**config.mk**
```make
export PLATFORM = sky130hd
export DESIGN_NAME = flag_cond_unit
export DESIGN_NICKNAME = d
export VERILOG_FILES = /design/src/rtl/flag_cond_unit_pkg.sv /design/src/rtl/flag_cond_unit_cond_eval.sv /design/src/rtl/flag_cond_unit.sv
export SDC_FILE = /design/constraint.sdc
export NUM_CORES = 1
export LEC_CHECK = 0
export CAP_MARGIN = 10
export CORE_ASPECT_RATIO = 2
export CORE_MARGIN = 8
export CORE_UTILIZATION = 45
export DETAILED_ROUTE_END_ITERATION = 12
export HOLD_SLACK_MARGIN = 0.12
export PLACE_DENSITY_LB_ADDON = 0.08
export RECOVER_POWER = 100
export SYNTH_ARGS = -nofsm -noshare
export SYNTH_HDL_FRONTEND = slang
export SYNTH_HIERARCHICAL = 1
export SYNTH_SLANG_ARGS = --single-unit
```
**constraint.sdc**
```tcl
create_clock -name clk -period 3.1 [get_ports clk]
set_input_delay 0.62 -clock clk [delete_from_list [all_inputs] [get_ports clk]]
set_output_delay 0.62 -clock clk [all_outputs]
set_load 0.005 [all_outputs]
```
**src/rtl/flag_cond_unit_pkg.sv**
```systemverilog
// Shared definitions for the flag/condition unit: PSR layout, condition codes, mask encodings.
// Latency: n/a (types and constants only).
// Backpressure: n/a.
package flag_cond_unit_pkg;

    // PSR width and bit positions, layout {N,Z,F,L,C} at [4:0]
    localparam int NFLAGS = 5;
    localparam int PSR_C  = 0;
    localparam int PSR_L  = 1;
    localparam int PSR_F  = 2;
    localparam int PSR_Z  = 3;
    localparam int PSR_N  = 4;

    // Per-instruction-class flag write masks, {N,Z,F,L,C}
    localparam logic [NFLAGS-1:0] MASK_ARITH = 5'b10101;
    localparam logic [NFLAGS-1:0] MASK_CMP   = 5'b11010;
    localparam logic [NFLAGS-1:0] MASK_LOGIC = 5'b00000;

    // Bcond/Jcond/Scond condition codes
    typedef enum logic [3:0] {
        CC_EQ = 4'b0000,
        CC_NE = 4'b0001,
        CC_CS = 4'b0010,
        CC_CC = 4'b0011,
        CC_HI = 4'b0100,
        CC_LS = 4'b0101,
        CC_GT = 4'b0110,
        CC_LE = 4'b0111,
        CC_FS = 4'b1000,
        CC_FC = 4'b1001,
        CC_LO = 4'b1010,
        CC_HS = 4'b1011,
        CC_LT = 4'b1100,
        CC_GE = 4'b1101,
        CC_UC = 4'b1110,
        CC_NV = 4'b1111
    } cond_e;

    // Response-side state
    typedef enum logic {
        ST_IDLE  = 1'b0,
        ST_VALID = 1'b1
    } resp_state_e;

endpackage

```
**src/rtl/flag_cond_unit_cond_eval.sv**
```systemverilog
// Purpose: evaluate a 4-bit condition code against a PSR value; ports: cond_i, psr_i -> taken_o.
// Latency: purely combinational, zero cycles.
// Backpressure: none; caller registers the result.
module cond_eval
    import flag_cond_unit_pkg::*;
(
    input  logic [3:0]        cond_i,
    input  logic [NFLAGS-1:0] psr_i,
    output logic              taken_o
);

    logic c_flag;
    logic l_flag;
    logic f_flag;
    logic z_flag;
    logic n_flag;

    assign c_flag = psr_i[PSR_C];
    assign l_flag = psr_i[PSR_L];
    assign f_flag = psr_i[PSR_F];
    assign z_flag = psr_i[PSR_Z];
    assign n_flag = psr_i[PSR_N];

    always_comb begin
        taken_o = 1'b0;
        case (cond_i)
            CC_EQ:   taken_o = z_flag;
            CC_NE:   taken_o = ~z_flag;
            CC_CS:   taken_o = c_flag;
            CC_CC:   taken_o = ~c_flag;
            CC_HI:   taken_o = l_flag;
            CC_LS:   taken_o = ~l_flag;
            CC_GT:   taken_o = n_flag;
            CC_LE:   taken_o = ~n_flag;
            CC_FS:   taken_o = f_flag;
            CC_FC:   taken_o = ~f_flag;
            CC_LO:   taken_o = ~l_flag & ~z_flag;
            CC_HS:   taken_o = l_flag | z_flag;
            CC_LT:   taken_o = ~n_flag & ~z_flag;
            CC_GE:   taken_o = n_flag | z_flag;
            CC_UC:   taken_o = 1'b1;
            CC_NV:   taken_o = 1'b0;
            default: taken_o = 1'b0;
        endcase
    end

endmodule

```
**src/rtl/flag_cond_unit.sv**
```systemverilog
// Purpose: latch ALU flags into the PSR, evaluate condition codes, 2-deep PSR save/restore stack.
// Latency: response registered, resp_valid one cycle after request acceptance; 1 result/cycle sustained.
// Backpressure: resp_valid & !resp_ready holds the result and drops req_ready.
module flag_cond_unit
    import flag_cond_unit_pkg::*;
#(
    parameter int STACK_DEPTH = 2
) (
    input  logic              clk,
    input  logic              reset_n,
    input  logic              alu_carry,
    input  logic              alu_low,
    input  logic              alu_overflow,
    input  logic              alu_zero,
    input  logic              alu_negative,
    input  logic              flag_we,
    input  logic [NFLAGS-1:0] flag_mask,
    input  logic              req_valid,
    input  logic [3:0]        req_cond,
    output logic              req_ready,
    output logic              resp_valid,
    output logic              resp_taken,
    input  logic              resp_ready,
    input  logic              psr_save,
    input  logic              psr_restore,
    output logic [NFLAGS-1:0] psr,
    output logic              stack_err
);

    localparam int CW = $clog2(STACK_DEPTH + 1);

    logic [NFLAGS-1:0] psr_q, psr_d;
    logic [NFLAGS-1:0] stack_q [STACK_DEPTH];
    logic [CW-1:0]     cnt_q, cnt_d;
    logic              err_q, err_d;
    resp_state_e       state_q, state_d;
    logic              taken_q, taken_d;

    logic [NFLAGS-1:0] alu_flags;
    logic [NFLAGS-1:0] merged;
    logic [NFLAGS-1:0] stack_top;
    logic              stack_full;
    logic              stack_empty;
    logic              do_save;
    logic              do_restore;
    logic              accept;
    logic              eval_taken;

    assign alu_flags   = {alu_negative, alu_zero, alu_overflow, alu_low, alu_carry};
    assign merged      = (psr_q & ~flag_mask) | (alu_flags & flag_mask);
    assign stack_full  = (cnt_q == CW'(STACK_DEPTH));
    assign stack_empty = (cnt_q == '0);

    // Simultaneous save+restore cancel each other; neither touches the stack.
    assign do_save    = psr_save & ~psr_restore & ~stack_full;
    assign do_restore = psr_restore & ~psr_save & ~stack_empty;

    always_comb begin
        stack_top = '0;
        for (int i = 0; i < STACK_DEPTH; i++) begin
            if (CW'(i) == cnt_q - CW'(1)) begin
                stack_top = stack_q[i];
            end
        end
    end

    // psr_d doubles as the effective PSR: restore beats flag write, and both
    // the condition evaluation and a push see this post-update value.
    always_comb begin
        psr_d = psr_q;
        if (do_restore) begin
            psr_d = stack_top;
        end else if (flag_we) begin
            psr_d = merged;
        end
    end

    always_comb begin
        cnt_d = cnt_q;
        if (do_save) begin
            cnt_d = cnt_q + CW'(1);
        end else if (do_restore) begin
            cnt_d = cnt_q - CW'(1);
        end
    end

    // Error is sticky: overflowing push or underflowing pop both set it.
    assign err_d = err_q
                 | (psr_save & ~psr_restore & stack_full)
                 | (psr_restore & ~psr_save & stack_empty);

    cond_eval u_cond_eval (
        .cond_i  (req_cond),
        .psr_i   (psr_d),
        .taken_o (eval_taken)
    );

    assign resp_valid = (state_q == ST_VALID);
    assign req_ready  = ~resp_valid | resp_ready;
    assign accept     = req_valid & req_ready;
    assign resp_taken = taken_q;

    always_comb begin
        state_d = state_q;
        taken_d = taken_q;
        case (state_q)
            ST_IDLE: begin
                if (accept) begin
                    state_d = ST_VALID;
                    taken_d = eval_taken;
                end
            end
            ST_VALID: begin
                if (accept) begin
                    taken_d = eval_taken;
                end else if (resp_ready) begin
                    state_d = ST_IDLE;
                end
            end
            default: state_d = ST_IDLE;
        endcase
    end

    always_ff @(posedge clk) begin
        if (!reset_n) begin
            psr_q   <= '0;
            cnt_q   <= '0;
            err_q   <= 1'b0;
            state_q <= ST_IDLE;
            taken_q <= 1'b0;
            for (int i = 0; i < STACK_DEPTH; i++) begin
                stack_q[i] <= '0;
            end
        end else begin
            psr_q   <= psr_d;
            cnt_q   <= cnt_d;
            err_q   <= err_d;
            state_q <= state_d;
            taken_q <= taken_d;
            for (int i = 0; i < STACK_DEPTH; i++) begin
                if (do_save && (CW'(i) == cnt_q)) begin
                    stack_q[i] <= psr_d;
                end
            end
        end
    end

    assign psr       = psr_q;
    assign stack_err = err_q;

endmodule
```
==> results of run 1 <==
[final timing paths]
path               startpoint         end  slack (ns)
setup / recovery  psr_restore  resp_taken        0.14
hold / removal      stack_err   stack_err        0.47
setup reg to reg     cnt_q[0]  resp_taken        0.22
hold reg to reg     stack_err   stack_err        0.47
[routing by layer]
| metal | share of wire (%) | up-vias | track usage (%) |
|---|---|---|---|
| met2 | 62 | 26 | 33.2 |
| met3 | 3.9 | 7 | 2.67 |
| li1 | - | 540 | - |
| met5 | 0 | - | 0 |
| met1 | 33 | 529 | 13.2 |
| met4 | 1.5 | 0 | 4.03 |
[cell usage in the layout, fill, tap and decap left out, drive strengths merged, types with 6 or more instances in the layout]
cell and n:
nand2 7, nor3b 9, dfxtp 10, nor3 6
clkdlybuf4s50 19, buf 19, edfxtp 10, dlygate4sd3 9
a21boi 7, nor2 6
[cells by family (layout without fill, tap and decap cells)]
logic type	Yosys count	after routing	synth area share (%)
compound gates	33	33	24.0
buf+inv	8	57	3.22
mux	2	2	1.66
flops	20	20	41.6
xor+xnor	1	1	0.728
fa+ha+maj	4	4	4.16
simple gates	47	47	24.6
[state kept, by name, summed over array words and instances (netlist names)]
signal and count:
resp_valid 1, resp_taken 1, cnt_q 2, psr 5, stack_q 10, stack_err 1
[power by group through the flow]
stage	registers, mW	logic (mW)	clock network (mW)
floorplan	0.316	0.113	0
global placement	0.317	0.219	0
detailed placement	0.318	0.223	0
CTS	0.312	0.225	0.260
global route	0.315	0.246	0.271
finish	0.312	0.223	0.261
[final cells by class]
cell class | instances | area (sq um)
repair buffers | 49 | 439
fillers | 222 | 800
inverters | 4 | 15.0
flip-flops and latches | 20 | 502
multi-input cells | 87 | 676
clock buffers | 3 | 41.3
well taps | 28 | 35.0
clock inverters | 1 | 30.0
[repair_timing]
item / in CTS / in global routing
buffers inserted: 0 / 1
resized for setup: 0 / 4
endpoints found under the setup margin: 0 / 1
==> results.ini, run 1 <==
[cts]
cts_sinks = 20
root_buffer = clkbuf_8
clk_path_buf_depth = 2
insertion_delay_ns = 0.26
cts_buffers = 3
tritoncts = built
hold_buffers = 0
clk_pin_slew_ns = 0.07
h-tree-depth = 1

[worst_setup_path]
rr_worst_depth = 11
critPathKind = in2reg
cp_max_fo = 5
cp_num_buf_inv = 2
crit_family = compound AO/OA/AOI/OAI gates
critPathRequiredTime_ns = 3.26
endpoint_kind = flop
cp_cell_sequence = clkdlybuf4s50_1 -> or3b_4 -> buf_4 -> a221oi_1 -> nor2_1 -> mux2i_1 -> xnor2_1 -> a221o_1 -> and3_1 -> o21a_1
cp_slowest_cell = clkdlybuf4s50_1
cp.depth = 10
max_stage_delay_ns = 0.50
start_kind = input port
cp.arrival_ns = 3.11

[pwr]
ir_worst_vdd_mv = 0.408
power_mw = 0.796
p_leak_nw = 0.697
p_sw_share_pct = 25.5
p_int_mw = 0.593
pwr-share-clk_pct = 32.8
pwr-share-seq_pct = 39.2
p_sw_mw = 0.203
p_per_area_nw_per_um2 = 458
combPwrFrac_pct = 28.0

[placement]
place_ws_ns = -0.236
dp_hpwl_um = 2670
place_inst = 187
placed_area_sq_um = 1650
io_buffers = 29
routabilityCongestion = 0.810

[routing]
totalWireLength_um = 3300
drc = 0
via_per_inst = 5.74
dr.pass1.iters = 4
drt-wirelength-per-cell_um = 17.2
routed-via-count = 1102
ant_nets = 0
drt-initial-drc-count = 40

[floorplan]
pin_count = 30
core_sq_um = 2540
die_area_sq_um = 4690
die_h_um = 89.1
row_count = 26
start_util_pct = 47.4
die_x_um = 52.6

[sta]
finalClockSkew_ns = 0.00187
fin_setup_tns_ns = 0
fmax_mhz = 338
slew_violations = 0
hold_ws_ns = 0.466
final_hold_viol_count = 0
grt_setup_unrepaired = false
maxSlewHeadroom_pct = 66.3
fin_ws_ns = 0.145
period_share_pct = 95.3
fin_crit_ns = 2.96
finalSetupViolations = 0
worst_pin_slew_ns = 0.505

[finish]
drive_gt1_share_pct = 20.1
nets = 190
num_antenna_cells = 0
finish.utilization_pct = 68.5
fin_cells = 192
fin_area_sq_um = 1740
syn2layout_area_growth_pct = 44.4

[logic_synthesis]
synth_common_cells = dfxtp_1, edfxtp_1, a21boi_0, nand2_1
yosysWarnings = 6
syn_area_sq_um = 1200
synth_cell_types = 37
synth.avg_cell_area_sq_um = 10.5
ys_seq_area_share_pct = 41.6
synth_area_leaders = edfxtp_1, dfxtp_1, a221oi_2
syn_inst = 115
yosysTopAreaCell = edfxtp_1
syn_nets = 140
synth_top_area_share_pct = 24.9
synth_ff_type = edfxtp_1
ys_seq_elements = 20
synth_edf_count = 10
ys_async_sr_fraction_pct = 0

[global_route]
grt_overflow = 0
first_global_vias = 1246
grt_pass1_wl_um = 5620
grt_max_degree = 13
grt_usage_pct = 15.6
antenna_found_initial = 0

[min_path]
min_path_type = reg2reg
whs_path_depth = 1

[run_status]
outcome = finished clean

[job]
drv_cap = 0

No activity file was read; power rests on OpenSTA's default activity.
==> run 2, diff against run 1 <==
==> constraint.sdc (replaced) <==
create_clock -name clk -period 3.1 [get_ports clk]
set_input_delay 0.31 -clock clk [delete_from_list [all_inputs] [get_ports clk]]
set_output_delay 0.31 -clock clk [all_outputs]
set_load 0.005 [all_outputs]
==> results.ini, run 2 (synthesis results as in run 1) <==
[sta]
fmax_mhz = 343  ; +1.5%
maxSlewHeadroom_pct = 61.9  ; -4.4 points
fin_crit_ns = 2.91  ; -0.0437 ns
grt_setup_unrepaired = false
slew_violations = 0  ; unchanged
period_share_pct = 93.9  ; -1.4 points
fin_setup_tns_ns = 0  ; unchanged
fin_ws_ns = 0.189  ; +0.0437 ns
finalClockSkew_ns = 0.00382  ; +0.00194 ns
final_hold_viol_count = 0  ; unchanged
finalSetupViolations = 0  ; unchanged
worst_pin_slew_ns = 0.570  ; +0.0641 ns

[pwr]
ir_worst_vdd_mv = 0.391  ; -4.2%
p_leak_nw = 0.606  ; -13%
p_sw_mw = 0.192  ; -5.7%
pwr-share-clk_pct = 24.7  ; -8.1 points
power_mw = 0.678  ; -15%
p_int_mw = 0.486  ; -18%
pwr-share-seq_pct = 46.2  ; +7.0 points
p_per_area_nw_per_um2 = 424  ; -7.4%
combPwrFrac_pct = 29.1  ; +1.1 points
p_sw_share_pct = 28.3  ; +2.7 points

[cts]
h-tree-depth = 1  ; unchanged
post_cts_buffers = 0  ; unchanged
cts_sinks = 20  ; unchanged
ctsResizeCount = 0  ; unchanged
hold_buffers = 0  ; unchanged
insertion_delay_ns = 0.25  ; about the same
clk_pin_slew_ns = 0.07  ; about the same
tritoncts = built
cts_buffers = 3  ; unchanged
root_buffer = clkbuf_8
clk_path_buf_depth = 2  ; unchanged

[global_route]
grt_max_degree = 14  ; +1
grt_overflow = 0  ; unchanged
grt_pass1_wl_um = 4850  ; -14%
antenna_found_initial = 0  ; unchanged
first_global_vias = 1021  ; -18%
grt_usage_pct = 13.7  ; -1.9 points

[worst_setup_path]
critPathRequiredTime_ns = 3.26  ; about the same
cp_max_fo = 7  ; +2
critPathKind = reg2reg
start_kind = flop
cp.arrival_ns = 3.07  ; -0.04 ns
endpoint_kind = flop

[floorplan]
die_h_um = 89.1  ; unchanged
die_x_um = 52.6  ; unchanged
pin_count = 30  ; unchanged
start_util_pct = 47.4  ; unchanged
die_area_sq_um = 4690  ; unchanged
core_sq_um = 2540  ; unchanged
row_count = 26  ; unchanged

[finish]
layout_commonest_cell = clkdlybuf4s50_1
fin_cells = 177  ; -7.8%
regMostFlops = stack_q
drive_gt1_share_pct = 12.1  ; -8.0 points
syn2layout_area_growth_pct = 32.7
fillCellCount = 219  ; -1.4%
num_antenna_cells = 0  ; unchanged
nets = 176  ; -7.4%
finish.utilization_pct = 63.0  ; -5.5 points
layout_common_cells = clkdlybuf4s50_1, dlygate4sd3_1, edfxtp_1
largest_reg_flops = 10  ; unchanged

[routing]
dr.pass1.iters = 4  ; unchanged
drt-wirelength-per-cell_um = 18.2  ; +6.0%
routed-via-count = 1059  ; -3.9%
ant_nets = 0  ; unchanged
drt-initial-drc-count = 23  ; -43%
totalWireLength_um = 3230  ; -2.2%
drc = 0  ; unchanged
via_per_inst = 5.98  ; +4.2%

[min_path]
min_path_type = reg2reg

[placement]
place_inst = 174  ; -7.0%
dp_hpwl_um = 2580  ; -3.3%
routabilityCongestion = 0.810  ; about the same
place_ws_ns = 0.0962  ; +0.332 ns
io_buffers = 29  ; unchanged

[job]
drv_cap = 0  ; unchanged

[run_status]
outcome = finished clean

run 2: layout make-up:
| class | instances | area (sq um) | share of cell area [%] |
|---|---|---|---|
| sequential | 20 | 502 | 31.4 |
| tap | 28 | 35.0 | 2.19 |
| clock buffer | 3 | 41.3 | 2.58 |
| inverter | 4 | 15.0 | 0.940 |
| multi-input combinational | 87 | 669 | 41.9 |
| timing repair buffer | 35 | 335 | 21.0 |
run 2: final timing paths:
| path | start | to | slack (ns) | cells past startpoint |
|---|---|---|---|---|
| setup / recovery | cnt_q[0] | resp_taken | 0.19 | 11 |
| hold / removal | stack_err | stack_err | 0.48 | 1 |
| setup reg to reg | cnt_q[0] | resp_taken | 0.19 | 11 |
| hold reg to reg | stack_err | stack_err | 0.48 | 1 |
run 2: power by group through the flow:
stage	clock network (mW)	registers, mW	logic, mW
floorplan	0	0.316	0.113
global placement	0	0.317	0.197
detailed placement	0	0.318	0.200
CTS	0.169	0.312	0.201
global route	0.181	0.315	0.214
finish	0.168	0.313	0.197
run 2: worst max-delay path: stages (launching register included):
cell and delay, ns:
dfxtp_1 0.37, inv_1 0.10, ha_1 0.29, or3b_4 0.47, a221oi_4 0.23, nor2_1 0.15
nor3b_2 0.23, o31ai_1 0.10, a211o_1 0.24, a221o_1 0.34, and3_1 0.14, o21a_1 0.17
run 2: through the flow:
step | hold WS [ns] | area [sq um]
finish | 0.476 | 1600
global route | 0.496 | 1600
CTS | 0.484 | 1590
detailed placement | 0.461 | 1550
global placement | 0.452 | 1550
floorplan | 0.449 | 1200
run 2: per-layer routing:
| layer | vias up | GRT usage, % | share of wire [%] |
|---|---|---|---|
| li1 | 512 | - | - |
| met1 | 521 | 12.5 | 36 |
| met2 | 20 | 27.9 | 59 |
| met3 | 6 | 2.50 | 3.3 |
| met4 | 0 | 4.27 | 1.7 |
| met5 | - | 0 | 0 |
==> run 3, diff against run 2 <==
--- a/config.mk
+++ b/config.mk
@@ -7,7 +7,6 @@
 export LEC_CHECK = 0
 export CAP_MARGIN = 10
 export CORE_ASPECT_RATIO = 2
-export CORE_MARGIN = 8
 export CORE_UTILIZATION = 45
 export DETAILED_ROUTE_END_ITERATION = 12
 export HOLD_SLACK_MARGIN = 0.12
==> constraint.sdc (replaced) <==
create_clock -name clk -period 3.45 [get_ports clk]
set_input_delay 0.345 -clock clk [delete_from_list [all_inputs] [get_ports clk]]
set_output_delay 0.345 -clock clk [all_outputs]
set_load 0.005 [all_outputs]
==> results.ini, run 3 (synthesis results as in run 1) <==
[run_status]
outcome = finished clean

[placement]
dp_hpwl_um = 2330  ; -9.8%
io_buffers = 29  ; unchanged
placed_area_sq_um = 1510  ; -2.9%
place_inst = 168  ; -3.4%
routabilityCongestion = 0.829  ; +2.4%

[cts]
post_cts_buffers = 0  ; unchanged
root_buffer = clkbuf_8
clk_pin_slew_ns = 0.07  ; about the same
cts_sinks = 20  ; unchanged
cts_buffers = 3  ; unchanged
h-tree-depth = 1  ; unchanged
ctsResizeCount = 0  ; unchanged
insertion_delay_ns = 0.26  ; about the same
clk_path_buf_depth = 2  ; unchanged
tritoncts = built
hold_buffers = 0  ; unchanged

[finish]
layout_commonest_cell = clkdlybuf4s50_1
fillCellCount = 230  ; +5.0%
syn2layout_area_growth_pct = 30.0
num_antenna_cells = 0  ; unchanged
layout_common_cells = clkdlybuf4s50_1, dfxtp_1, dlygate4sd3_1, edfxtp_1
fin_area_sq_um = 1570  ; -2.0%
regMostFlops = stack_q
largest_reg_flops = 10  ; unchanged
drive_gt1_share_pct = 9.03  ; -3.1 points
fin_cells = 172  ; -2.8%
nets = 170  ; -3.4%

[pwr]
p_int_mw = 0.505  ; +3.9%
p_leak_nw = 0.594  ; -1.9%
combPwrFrac_pct = 24.1  ; -5.0 points
ir_worst_vdd_mv = 0.389  ; -0.59%
p_sw_share_pct = 25.1  ; -3.1 points
pwr-share-seq_pct = 41.6  ; -4.6 points
p_sw_mw = 0.170  ; -11%
pwr-share-clk_pct = 34.4  ; +9.7 points
p_per_area_nw_per_um2 = 431  ; +1.6%

[sta]
maxSlewHeadroom_pct = 61.7  ; -0.26 points
period_share_pct = 89.8  ; -4.1 points
grt_setup_unrepaired = false
fin_setup_tns_ns = 0  ; unchanged
slew_violations = 0  ; unchanged
fmax_mhz = 323  ; -6.0%
worst_pin_slew_ns = 0.573  ; +0.00385 ns
final_hold_viol_count = 0  ; unchanged
finalClockSkew_ns = 0.00110  ; -0.00272 ns
fin_crit_ns = 3.10  ; +0.186 ns
finalSetupViolations = 0  ; unchanged

[floorplan]
pin_count = 30  ; unchanged
start_util_pct = 47.4  ; unchanged
die_area_sq_um = 2900  ; -38%
row_count = 26  ; unchanged
die_x_um = 38.6  ; -27%
die_h_um = 75.1  ; -16%
core_sq_um = 2540  ; unchanged

[routing]
ant_nets = 0  ; unchanged
drt-initial-drc-count = 21  ; -8.7%
dr.pass1.iters = 4  ; unchanged
routed-via-count = 1027  ; -3.0%
via_per_inst = 5.97  ; -0.20%
drt-wirelength-per-cell_um = 16.8  ; -7.8%
totalWireLength_um = 2890  ; -10%
drc = 0  ; unchanged

[worst_setup_path]
cp_max_fo = 7  ; unchanged
critPathKind = reg2reg
crit_family = compound AO/OA/AOI/OAI gates
cp_num_buf_inv = 1  ; unchanged
endpoint_kind = flop
cp_cell_sequence = inv_1 -> ha_1 -> or3b_4 -> a221oi_1 -> nor2_1 -> or4b_1 -> o31ai_1 -> a211o_1 -> a221o_1 -> and3_1 -> o21a_1
start_kind = flop
rrSetupSlack_ns = 0.35  ; +0.16 ns
critPathRequiredTime_ns = 3.61  ; +0.35 ns
cp.arrival_ns = 3.26  ; +0.19 ns
cp_slowest_cell = or3b_4
max_stage_delay_ns = 0.45  ; -0.02 ns

[global_route]
grt_usage_pct = 22.5  ; +8.7 points
grt_overflow = 0  ; unchanged
grt_pass1_wl_um = 4490  ; -7.5%
first_global_vias = 996  ; -2.4%
grt_max_degree = 14  ; unchanged
antenna_found_initial = 0  ; unchanged

[job]
drv_cap = 0  ; unchanged

[min_path]
min_path_type = reg2reg

run 3: cell count changes in the layout (fill, tap and decap cells not counted), sizes merged:
cell / change
buf: -6
bufinv: +1
run 3: path summary, 6_finish.rpt:
kind | startpoint | endpoint | cells past startpoint
worst max-delay path | cnt_q[1] | resp_taken | 11
worst min register to register | stack_err | stack_err | 1
worst max register to register | cnt_q[1] | resp_taken | 11
worst min-delay path | stack_err | stack_err | 1
run 3: power by group through the flow:
stage	Combinational [mW]	Clock, mW	Sequential, mW
6_report	0.162	0.232	0.280
5_1_grt	0.179	0.243	0.283
4_1_cts	0.168	0.236	0.281
3_5_place_dp	0.167	0	0.287
3_3_place_gp	0.164	0	0.286
2_1_floorplan	0.102	0	0.284
run 3: final cells by class:
| class | instances | area, sq um | area share [%] |
|---|---|---|---|
| clock buffer | 3 | 41.3 | 2.64 |
| tap | 28 | 35.0 | 2.24 |
| clock inverter | 1 | 30.0 | 1.92 |
| timing repair buffer | 29 | 290 | 18.5 |
| inverter | 4 | 15.0 | 0.959 |
| multi-input combinational | 87 | 653 | 41.7 |
| sequential | 20 | 500 | 32.0 |
run 3: per-stage QoR:
stage	total power, mW	util [%]	hold WS (ns)	worst slack [ns]
global route	0.705	61.7	0.510	0.151
CTS	0.685	62.1	0.487	0.433
global placement	0.450	59.3	0.450	0.346
detailed placement	0.454	59.3	0.470	0.288
finish	0.675	61.7	0.474	0.353
floorplan	0.385	-	0.464	0.744
run 3: per-layer routing:
layer | up-vias | part of all wire [%] | GRT usage [%]
met5 | - | 0 | 0
met4 | 0 | 1.7 | 9.20
met3 | 5 | 2.9 | 2.95
met2 | 20 | 60 | 44.1
met1 | 503 | 36 | 21.5
li1 | 499 | - | -
